===== src/rtl/divider_client.sv =====
// Valid/ready front end for a fixed-latency pipelined divider: tracks each operation
// through the divider with a valid/tag shift register and buffers results in a FIFO.
module divider_client #(
   parameter int DATA_WIDTH = 33,
   parameter int LATENCY    = 8,
   parameter int FIFO_DEPTH = 8,
   parameter int TAG_WIDTH  = 4
) (
   input  logic                  clock,
   input  logic                  reset,
   input  logic                  in_valid,
   output logic                  in_ready,
   input  logic [DATA_WIDTH-1:0] in_numer,
   input  logic [DATA_WIDTH-1:0] in_denom,
   input  logic [TAG_WIDTH-1:0]  in_tag,
   output logic [DATA_WIDTH-1:0] div_numer,
   output logic [DATA_WIDTH-1:0] div_denom,
   input  logic [DATA_WIDTH-1:0] div_quotient,
   input  logic [DATA_WIDTH-1:0] div_remain,
   output logic                  out_valid,
   input  logic                  out_ready,
   output logic [DATA_WIDTH-1:0] out_quotient,
   output logic [DATA_WIDTH-1:0] out_remain,
   output logic [TAG_WIDTH-1:0]  out_tag
);
   localparam int CW = $clog2(FIFO_DEPTH + 1);
   localparam int PW = (FIFO_DEPTH > 1) ? $clog2(FIFO_DEPTH) : 1;
   localparam logic [CW-1:0] DEPTH = CW'(FIFO_DEPTH);
   localparam logic [PW-1:0] LAST  = PW'(FIFO_DEPTH - 1);

   logic [LATENCY-1:0]                vld;
   logic [LATENCY-1:0][TAG_WIDTH-1:0] tag;
   logic [CW-1:0]                     outstanding;
   logic [CW-1:0]                     count;
   logic [PW-1:0]                     rd_ptr;
   logic [PW-1:0]                     wr_ptr;
   logic [DATA_WIDTH-1:0]             q_mem [FIFO_DEPTH];
   logic [DATA_WIDTH-1:0]             r_mem [FIFO_DEPTH];
   logic [TAG_WIDTH-1:0]              t_mem [FIFO_DEPTH];
   logic                              accept;
   logic                              pop;
   logic                              wr;

   function automatic logic [PW-1:0] ptr_next(input logic [PW-1:0] p);
      return (p == LAST) ? '0 : p + 1'b1;
   endfunction

   // The divider samples every edge; only accepted cycles are tracked.
   assign div_numer    = in_numer;
   assign div_denom    = in_denom;

   assign in_ready     = !reset && (outstanding < DEPTH);
   assign accept       = in_valid && in_ready;
   assign out_valid    = (count != '0);
   assign pop          = out_valid && out_ready;
   assign wr           = vld[0];
   assign out_quotient = q_mem[rd_ptr];
   assign out_remain   = r_mem[rd_ptr];
   assign out_tag      = t_mem[rd_ptr];

   always_ff @(posedge clock or posedge reset) begin
      if (reset) begin
         vld <= '0;
         tag <= '0;
      end else begin
         for (int i = 0; i < LATENCY - 1; i++) begin
            vld[i] <= vld[i+1];
            tag[i] <= tag[i+1];
         end
         vld[LATENCY-1] <= accept;
         tag[LATENCY-1] <= in_tag;
      end
   end

   // Credits are taken at accept, so every in-flight result already owns a FIFO slot.
   always_ff @(posedge clock or posedge reset) begin
      if (reset) begin
         outstanding <= '0;
      end else if (accept && !pop) begin
         outstanding <= outstanding + 1'b1;
      end else if (!accept && pop) begin
         outstanding <= outstanding - 1'b1;
      end
   end

   always_ff @(posedge clock or posedge reset) begin
      if (reset) begin
         rd_ptr <= '0;
         wr_ptr <= '0;
         count  <= '0;
         for (int i = 0; i < FIFO_DEPTH; i++) begin
            q_mem[i] <= '0;
            r_mem[i] <= '0;
            t_mem[i] <= '0;
         end
      end else begin
         if (wr) begin
            q_mem[wr_ptr] <= div_quotient;
            r_mem[wr_ptr] <= div_remain;
            t_mem[wr_ptr] <= tag[0];
            wr_ptr        <= ptr_next(wr_ptr);
         end
         if (pop) rd_ptr <= ptr_next(rd_ptr);
         if (wr && !pop)      count <= count + 1'b1;
         else if (!wr && pop) count <= count - 1'b1;
      end
   end
endmodule

===== config.mk =====
export PLATFORM = sky130hd
export DESIGN_NAME = divider_client
export DESIGN_NICKNAME = d
export VERILOG_FILES = /design/src/rtl/divider_client.sv
export SDC_FILE = /design/constraint.sdc
export NUM_CORES = 1
export LEC_CHECK = 0
export ABC_AREA = 1
export BUFFER_PORTS_ARGS = -buffer_cell sky130_fd_sc_hd__buf_2
export CORE_ASPECT_RATIO = 1.25
export CORE_MARGIN = 5
export CORE_UTILIZATION = 60
export DETAILED_ROUTE_END_ITERATION = 8
export PLACE_DENSITY = 0.87
export SKIP_CTS_REPAIR_TIMING = 1
export SLEW_MARGIN = 20
export SYNTH_ARGS = -nofsm -noshare
export SYNTH_HDL_FRONTEND = slang
export SYNTH_SLANG_ARGS = --single-unit

===== constraint.sdc =====
create_clock -name clock -period 25.4 [get_ports clock]
set_input_delay 5.08 -clock clock [delete_from_list [all_inputs] [get_ports clock]]
set_output_delay 5.08 -clock clock [all_outputs]
set_load 0.03 [all_outputs]

Word-level counts from Yosys, hierarchy flattened
Cells that the tools add are included.
Operators by class
  add/sub/neg operators: 6
  magnitude comparators: 4
  equality and inequality tests: 2
  muxes and demuxes: 22
  bitwise gates (word level): 2
  reductions and logical operators: 15
Operators with widths (count)
  264-bit bitwise mux: 2
  33-bit binary-select mux with 3-bit select: 2
  33-bit two-way mux: 5
  33-bit demux with 3-bit select: 1
  32-bit bitwise mux: 1
  4-bit two-way mux: 7
  4-bit binary-select mux with 3-bit select: 1
  4-bit demux with 3-bit select: 1
  4-bit by 1-bit adder with 4-bit output, second input constant: 2
  4-bit >= comparator, second input constant: 2
  1-bit logical AND: 8
  3-bit inverter with 4-bit output: 2
  4-bit by 1-bit subtractor with 4-bit output, second input constant: 2
  3-bit by 1-bit adder with 3-bit output, second input constant: 2
  3-bit == test, second input constant: 2
  3-bit two-way mux: 2
  1-bit logical NOT: 4
  4-bit by 1-bit less-than comparator with 1-bit output, second input constant: 1
  4-bit less-than comparator, second input constant: 1
  2-bit nonzero test: 2
  4-bit nonzero test: 1
Word-level totals
  flip-flop bits (word level): 614

Depth between registers and ports, before layout
Gate-level depths: netlist of run 1.
  word-level depth: 7
  depth in mapped cells: 12
  gate-level depth less buffers: 12

Least setup slack after synthesis of run 1
OpenSTA, ideal clock, no wires.
  path kind: input to output
  start point: in reset
  end point: out in_ready
  data arrival time: 5.493 ns
  setup slack: 14.827 ns
  stages on the path: 1
  path buffers: 0
  cell sequence: nor2_1
On the way
  word-level cells in the longest chain between the ends: 2
RTL lines
  start, declared: line 10  | input logic reset,
  1-bit logical NOT (no line)
  1-bit logical AND: line 52  | assign in_ready = !reset && (outstanding < DEPTH);
  end, declared: line 12  | output logic in_ready,
No other way between the ends.

Worst setup path in the final report of run 1
Same ends and word-level chain as after synthesis.

==> insert_results.sql, run 1 <==
INSERT INTO impl_metrics (metric_group, metric, value, unit) VALUES
('routing', 'route.detailed.drc', '0', ''),
('routing', 'ant_nets', '0', ''),
('cells_and_area', 'drive_gt1_frac', '0.07287', ''),
('cells_and_area', 'postLayoutCoreUtil', '0.6519', ''),
('sta', 'setup_violations', '0', ''),
('die', 'die_x', '207.8', 'microns'),
('grt', 'first_global_vias', '22230', ''),
('critical_path', 'ff2ff_path_depth', '5', ''),
('routing', 'met1Wirelength', '27720', 'microns'),
('yosys', 'synth_seq_area_share', '0.5234', ''),
('die', 'die-height', '257.3', 'microns'),
('sta', 'rsz0062_at_grt', 'false', ''),
('sta', 'max-slew-margin-rel', '0.1477', ''),
('routing', 'post_drt_wl_per_cell', '14.75', 'microns'),
('yosys', 'yosysTopAreaCellShare', '0.5234', ''),
('yosys', 'number_of_warnings_issued_by_yosys', '0', ''),
('grt', 'track_usage', '0.2472', ''),
('grt', 'first_pass_grt_wire_length', '111300', 'microns'),
('die', 'io-pin-count', '278', ''),
('die', 'initial_utilization', '0.6077', ''),
('routing', 'top_signal_layer_used', 'met5', ''),
('critical_path', 'crit_path_max_fanout', '3', ''),
('routing', 'drt_pass1_iterations', '6', ''),
('sta', 'timing.setup.tns', '0', 'ns'),
('sta', 'drv_slew', '0', ''),
('critical_path', 'critical_path.endpoint_type', 'output port', ''),
('yosys', 'netlist.top_cell.by_area', 'sky130_fd_sc_hd__dfrtp_1', ''),
('critical_path', 'worst_setup_path_start_kind', 'primary input', ''),
('pwr', 'vdd_drop_max', '0.0001716', 'V'),
('routing', 'drt_iter0_markers', '2303', ''),
('critical_path', 'worstPathRequired', '20.32', 'ns'),
('routing', 'wl_met2', '33620', 'microns'),
('cts', 'clock_latency', '0.62', 'ns'),
('yosys', 'syn_area', '29360', 'sq um'),
('cells_and_area', 'mostFrequentLayoutCell', 'sky130_fd_sc_hd__nand2_1', ''),
('sta', 'worstMarginPinSlew', '1.279', 'ns'),
('pwr', 'power_per_cell_area', '140.4', 'nW/um^2'),
('critical_path', 'critical_path_arrival', '5.53', 'ns'),
('pwr', 'power.static_leakage', '17.25', 'nW'),
('grt', 'grt_antenna_before_repair', '3', ''),
('cells_and_area', 'final_non_filler_cells', '4571', ''),
('die', 'rows', '90', ''),
('cts', 'cts_tree', 'done', ''),
('sta', 'finalCritPeriodShare', '0.4178', ''),
('min_path', 'worst_hold_path_cells', '0', ''),
('routing', 'routed-via-count', '23750', ''),
('yosys', 'synth-seq-cells', '614', ''),
('critical_path', 'worstSetupPathType', 'in2out', ''),
('cts', 'cts-buffers-inserted', '58', ''),
('sta', 'layout_min_cycle_time', '10.61', 'ns'),
('grt', 'grt_start_max_net_pins', '252', ''),
('routing', 'routed_wl', '67420', 'microns'),
('cts', 'htree_num_levels', '2', ''),
('grt', 'globalRoute.totalOverflow', '0', ''),
('cts', 'number_of_clock_sinks', '614', ''),
('cells_and_area', 'most-common-layout-cells', '1503 x sky130_fd_sc_hd__nand2_1, 611 x sky130_fd_sc_hd__dfrtp_1, 570 x sky130_fd_sc_hd__nor2_1, 494 x sky130_fd_sc_hd__o21ai_0, 359 x sky130_fd_sc_hd__inv_1', ''),
('cts', 'path_clk_slew', '0.06', 'ns'),
('yosys', 'synthCells', '3951', ''),
('sta', 'highest_achievable_clock_rate', '94.24', 'MHz'),
('sta', 'finalHoldViolCount', '0', ''),
('routing', 'detailroute.wirelength.met3', '3929', 'microns'),
('placed_design', 'dp_hpwl', '36500', 'microns'),
('sta', 'skew', '0.01385', 'ns'),
('yosys', 'leading_cell_types_by_total_area_after_synthesis', 'sky130_fd_sc_hd__dfrtp_1 52%, sky130_fd_sc_hd__nand2_1 19%, sky130_fd_sc_hd__o21ai_0 8.4%, sky130_fd_sc_hd__nor2_1 7.3%, sky130_fd_sc_hd__inv_1 4.6%', ''),
('die', 'die_area', '53480', 'sq um'),
('placed_design', 'place.detailed.instances', '4467', ''),
('yosys', 'synthesis.area_per_instance', '7.430', 'sq um'),
('routing', 'drt-vias-per-instance', '5.195', ''),
('cts', 'cts.root.buffer_cell', 'sky130_fd_sc_hd__clkbuf_16', ''),
('run', 'max_cap_violations', '0', ''),
('min_path', 'worst_hold_path_type', 'reg2reg', ''),
('yosys', 'synth_fp_nets', '4103', ''),
('die', 'floorplan.core_area', '48310', 'sq um'),
('placed_design', 'placement.io_buffers', '145', ''),
('cells_and_area', 'design.final.nets', '4036', ''),
('cts', 'cts.path.max_buffers', '3', ''),
('placed_design', 'gpl.final_weighted_congestion', '0.7624', ''),
('outcome', 'status', 'finished clean', ''),
('yosys', 'netlist-cell-type-count', '25', ''),
('cells_and_area', 'areaGrowthSynthToFinish', '7.271', '%');
## final timing paths
path	startpoint	end	slack, ns
setup reg to reg	wr_ptr[1]	r_mem[11]	22.66
hold reg to reg	tag[25]	tag[21]	0.35
max in group asynchronous	reset	r_mem[200]	17.67
hold / removal	tag[25]	tag[21]	0.35
min in group asynchronous	reset	tag[29]	4.61
setup / recovery	reset	in_ready	14.79
## area by class of cell
cell class / count / area (sq um)
antenna: 2 / 5.005
tap: 644 / 805.8
fill: 3963 / 16820
clock inverter: 20 / 256.5
multi-input combinational: 2676 / 11000
timing repair buffer: 168 / 947.2
sequential: 614 / 15370
inverter: 366 / 1384
clock buffer: 81 / 1722
## power breakdown
group	internal, W	switching, W	total [W]
logic	0.000604	0.00123	0.00184
clock network	0.000530	0.000369	0.000898
registers	0.00143	0.000254	0.00168
total	0.00256	0.00186	0.00442
## registers in the layout, summed over array words and instances, names as in the netlist
signal,count
count,4
outstanding,4
q_mem,264
r_mem,264
rd_ptr,3
t_mem,32
tag,32
vld,8
wr_ptr,3
## cell usage after synthesis
library cell / instances
sky130_fd_sc_hd__nand2_1: 1503
sky130_fd_sc_hd__dfrtp_1: 614
sky130_fd_sc_hd__nor2_1: 570
sky130_fd_sc_hd__o21ai_0: 494
sky130_fd_sc_hd__inv_1: 360
sky130_fd_sc_hd__buf_2: 128
sky130_fd_sc_hd__buf_4: 75
sky130_fd_sc_hd__o21ai_1: 72
sky130_fd_sc_hd__clkbuf_1: 61
sky130_fd_sc_hd__buf_1: 14
sky130_fd_sc_hd__buf_6: 14
sky130_fd_sc_hd__ha_1: 10
sky130_fd_sc_hd__nand2_2: 7
sky130_fd_sc_hd__inv_2: 6
sky130_fd_sc_hd__nand3_1: 4
sky130_fd_sc_hd__xnor2_1: 4
sky130_fd_sc_hd__clkbuf_2: 3
sky130_fd_sc_hd__or2_2: 3
sky130_fd_sc_hd__fa_1: 2
sky130_fd_sc_hd__nor2_2: 2
sky130_fd_sc_hd__a21oi_1: 1
sky130_fd_sc_hd__nand3_2: 1
sky130_fd_sc_hd__nor2_4: 1
sky130_fd_sc_hd__nor3_4: 1
sky130_fd_sc_hd__nor3b_1: 1
## cell families after synthesis
group | count (synthesis) | synth area share
AOI/OAI and AO/OA | 567 | 0.09667
xor gates and xnor gates | 4 | 0.001193
adders and majority gates | 12 | 0.005626
DFF | 614 | 0.5234
and+or+nand+nor | 2093 | 0.2698
buffers and inverters | 661 | 0.1033
## layer usage
layer / global-route usage / up-vias
li1: - / 11750
met2: 0.4232 / 663
met3: 0.04045 / 159
met4: 0.08651 / 2
met5: 0.002722 / -
met1: 0.3217 / 11180
## worst max-delay path, cell delays in order
cell	delay [ns]
sky130_fd_sc_hd__buf_2	0.14
sky130_fd_sc_hd__nor2_1	0.11
sky130_fd_sc_hd__buf_2	0.20
## metrics by stage
| stage | area [sq um] | hold WS [ns] | power (W) | setup slack (ns) |
|---|---|---|---|---|
| 2_1_floorplan | 29360 | 0.3312 | 0.003099 | 3.128 |
| 3_3_place_gp | 29490 | 0.3316 | 0.003439 | 14.79 |
| 3_5_place_dp | 29490 | 0.3347 | 0.003519 | 14.78 |
| 4_1_cts | 31470 | 0.3470 | 0.004442 | 14.78 |
| 5_1_grt | 31490 | 0.3527 | 0.004796 | 14.74 |
| 6_report | 31490 | 0.3463 | 0.004421 | 14.79 |
Note: power is estimated with default switching activity, not from simulation.
==> run 2, diff against run 1 <==
ABC_AREA = 0   (was 1)
CORE_UTILIZATION = 59   (was 60)
PLACE_DENSITY = 0.86   (was 0.87)
clock period = 11 ns   (was 25.4 ns; I/O delays follow)
==> insert_results.sql, run 2 <==
INSERT INTO impl_metrics (metric_group, metric, value, unit) VALUES
('run', 'max_cap_violations', '0', ''),
('yosys', 'netlist-cell-type-count', '36', ''),
('yosys', 'synth_fp_nets', '1777', ''),
('sta', 'drv_slew', '0', ''),
('cts', 'number_of_clock_sinks', '614', ''),
('cts', 'cts-buffers-inserted', '57', ''),
('routing', 'route.detailed.drc', '0', ''),
('grt', 'grt_start_max_net_pins', '160', ''),
('cts', 'cts.root.buffer_cell', 'sky130_fd_sc_hd__clkbuf_16', ''),
('pwr', 'power_per_cell_area', '329.8', 'nW/um^2'),
('placed_design', 'dp_hpwl', '33360', 'microns'),
('cts', 'clock_latency', '0.61', 'ns'),
('sta', 'rsz0062_at_grt', 'false', ''),
('sta', 'setup_violations', '0', ''),
('yosys', 'synth_edf_count', '0', ''),
('cells_and_area', 'drive_gt1_frac', '0.5910', ''),
('yosys', 'yosysTopAreaCellShare', '0.5604', ''),
('yosys', 'synthCells', '1625', ''),
('yosys', 'postSynth.asyncResetShare', '1.000', ''),
('yosys', 'dominantRegCellSynth', 'sky130_fd_sc_hd__dfrtp_1', ''),
('routing', 'ant_nets', '0', ''),
('cells_and_area', 'mostFrequentLayoutCell', 'sky130_fd_sc_hd__mux2_2', ''),
('sta', 'finalCritPeriodShare', '0.5454', ''),
('routing', 'drt_pass1_iterations', '4', ''),
('routing', 'routed-via-count', '14350', ''),
('routing', 'routed_wl', '57650', 'microns'),
('critical_path', 'worst_setup_path_start_kind', 'register', ''),
('pwr', 'power.static_leakage', '13.00', 'nW'),
('die', 'die-height', '251.0', 'microns'),
('routing', 'post_drt_wl_per_cell', '24.79', 'microns'),
('critical_path', 'worstPathRequired', '8.80', 'ns'),
('placed_design', 'placement.io_buffers', '145', ''),
('cells_and_area', 'areaGrowthSynthToFinish', '9.297', '%'),
('yosys', 'syn_area', '27420', 'sq um'),
('sta', 'layout_min_cycle_time', '5.999', 'ns'),
('critical_path', 'crit_path_max_fanout', '50', ''),
('die', 'floorplan.core_area', '46130', 'sq um'),
('critical_path', 'critical_path_arrival', '3.80', 'ns'),
('cts', 'cts_tree', 'done', ''),
('cells_and_area', 'most-common-layout-cells', '614 x sky130_fd_sc_hd__mux2_2, 611 x sky130_fd_sc_hd__dfrtp_1, 145 x sky130_fd_sc_hd__buf_2, 133 x sky130_fd_sc_hd__mux4_2, 59 x sky130_fd_sc_hd__clkbuf_16', ''),
('cts', 'path_clk_slew', '0.06', 'ns'),
('grt', 'globalRoute.totalOverflow', '0', ''),
('die', 'die_x', '202.8', 'microns'),
('pwr', 'vdd_drop_max', '0.0001980', 'V'),
('sta', 'finalHoldViolCount', '0', ''),
('die', 'initial_utilization', '0.5942', ''),
('routing', 'drt-vias-per-instance', '6.172', ''),
('die', 'rows', '88', ''),
('die', 'io-pin-count', '278', ''),
('placed_design', 'gpl.final_weighted_congestion', '0.7445', ''),
('yosys', 'number_of_warnings_issued_by_yosys', '0', ''),
('min_path', 'worst_hold_path_type', 'reg2reg', ''),
('sta', 'max-slew-margin-rel', '0.2912', ''),
('yosys', 'synth_seq_area_share', '0.5604', ''),
('yosys', 'netlist.top_cell.by_area', 'sky130_fd_sc_hd__dfrtp_1', ''),
('die', 'die_area', '50900', 'sq um'),
('grt', 'first_global_vias', '16000', ''),
('sta', 'highest_achievable_clock_rate', '166.7', 'MHz'),
('yosys', 'synth-seq-cells', '614', ''),
('grt', 'first_pass_grt_wire_length', '93510', 'microns'),
('critical_path', 'worstSetupPathType', 'reg2out', ''),
('sta', 'skew', '0.02449', 'ns'),
('grt', 'track_usage', '0.2325', ''),
('cells_and_area', 'fillCellCount', '3174', ''),
('outcome', 'status', 'finished clean', ''),
('sta', 'worstMarginPinSlew', '1.063', 'ns'),
('cts', 'htree_num_levels', '2', ''),
('yosys', 'synthesis.area_per_instance', '16.87', 'sq um'),
('routing', 'drt_iter0_markers', '708', ''),
('pwr', 'report.power.total', '0.009883', 'W'),
('cts', 'cts.path.max_buffers', '3', ''),
('sta', 'timing.setup.tns', '0', 'ns'),
('grt', 'grt_antenna_before_repair', '6', ''),
('cells_and_area', 'design.final.nets', '1840', ''),
('yosys', 'post_synth_most_frequent_cells', '614 x sky130_fd_sc_hd__dfrtp_1, 614 x sky130_fd_sc_hd__mux2_2, 133 x sky130_fd_sc_hd__mux4_2, 67 x sky130_fd_sc_hd__buf_4, 58 x sky130_fd_sc_hd__buf_2', ''),
('critical_path', 'critical_path.endpoint_type', 'output port', ''),
('cells_and_area', 'largestRegisters', 'q_mem: 264 flops, r_mem: 264 flops', ''),
('yosys', 'leading_cell_types_by_total_area_after_synthesis', 'sky130_fd_sc_hd__dfrtp_1 56%, sky130_fd_sc_hd__mux2_2 25%, sky130_fd_sc_hd__mux4_2 11%, sky130_fd_sc_hd__buf_4 1.8%, sky130_fd_sc_hd__buf_2 1.1%', '');
==> run 2: metrics by stage <==
| stage | instance area [sq um] | hold slack, ns | util | setup WS [ns] | cells |
|---|---|---|---|---|---|
| floorplan | 27420 | 0.3312 | - | 0.4209 | 1625 |
| global placement | 27990 | 0.3341 | 0.6067 | 5.543 | 2214 |
| detailed placement | 27990 | 0.3347 | 0.6067 | 5.540 | 2214 |
| CTS | 29950 | 0.3362 | 0.6492 | 4.836 | 2321 |
| global route | 29960 | 0.3508 | 0.6494 | 4.702 | 2324 |
| finish | 29960 | 0.3308 | 0.6495 | 5.001 | 2325 |
==> run 2: cell families (layout without fill, tap and decap cells) <==
group,after synthesis,in the layout,synth area share
muxes,777,777,0.3775
DFF,614,614,0.5604
buffers and inverters,171,282,0.04194
and+or+nand+nor,33,33,0.008991
AOI/OAI and AO/OA,14,14,0.003788
adders and majority gates,12,12,0.006024
xor gates and xnor gates,4,4,0.001278
other,0,4,0
==> run 2: area by class of cell <==
cell class	count	area, sq um	share of cell area
repair buffers	172	957.2	0.03194
clock inverters	19	185.2	0.006180
clock buffers	88	1775	0.05925
inverters	3	15.01	0.0005011
multi-input cells	840	10910	0.3642
diodes	4	10.01	0.0003341
well taps	585	732.0	0.02443
flip-flops and latches	614	15380	0.5132
==> run 2: final timing paths <==
kind / slack (ns) / cells past startpoint / start / endpoint
min: 0.33 / 0 / tag[18] / tag[14]
max: 5.00 / 4 / rd_ptr[0] / out_quotient[7]
max in group asynchronous: 7.16 / 4 / reset / q_mem[143]
min reg2reg: 0.33 / 0 / tag[18] / tag[14]
max reg2reg: 8.08 / 4 / rd_ptr[0] / rd_ptr[2]
min in group asynchronous: 1.71 / 2 / reset / r_mem[28]
==> run 2: power by group <==
| group | total [W] | internal [W] | switching [W] |
|---|---|---|---|
| Sequential | 0.00398 | 0.00332 | 0.000668 |
| Clock | 0.00202 | 0.00118 | 0.000839 |
| Combinational | 0.00388 | 0.00212 | 0.00176 |
| Total | 0.00988 | 0.00661 | 0.00327 |
==> run 2: worst max-delay path, cell delays in order, from the launching register on <==
cell and delay, ns:
sky130_fd_sc_hd__dfrtp_4 1.11, sky130_fd_sc_hd__buf_4 0.92, sky130_fd_sc_hd__mux4_1 0.66, sky130_fd_sc_hd__mux2_2 0.29, sky130_fd_sc_hd__buf_2 0.18
==> run 2: per-layer routing <==
| layer | global-route usage | up-vias | share of wire |
|---|---|---|---|
| li1 | - | 6121 | - |
| met1 | 0.2958 | 7790 | 0.40 |
| met2 | 0.4052 | 278 | 0.53 |
| met3 | 0.03767 | 156 | 0.040 |
| met4 | 0.08830 | 4 | 0.035 |
| met5 | 0 | - | 0.00049 |
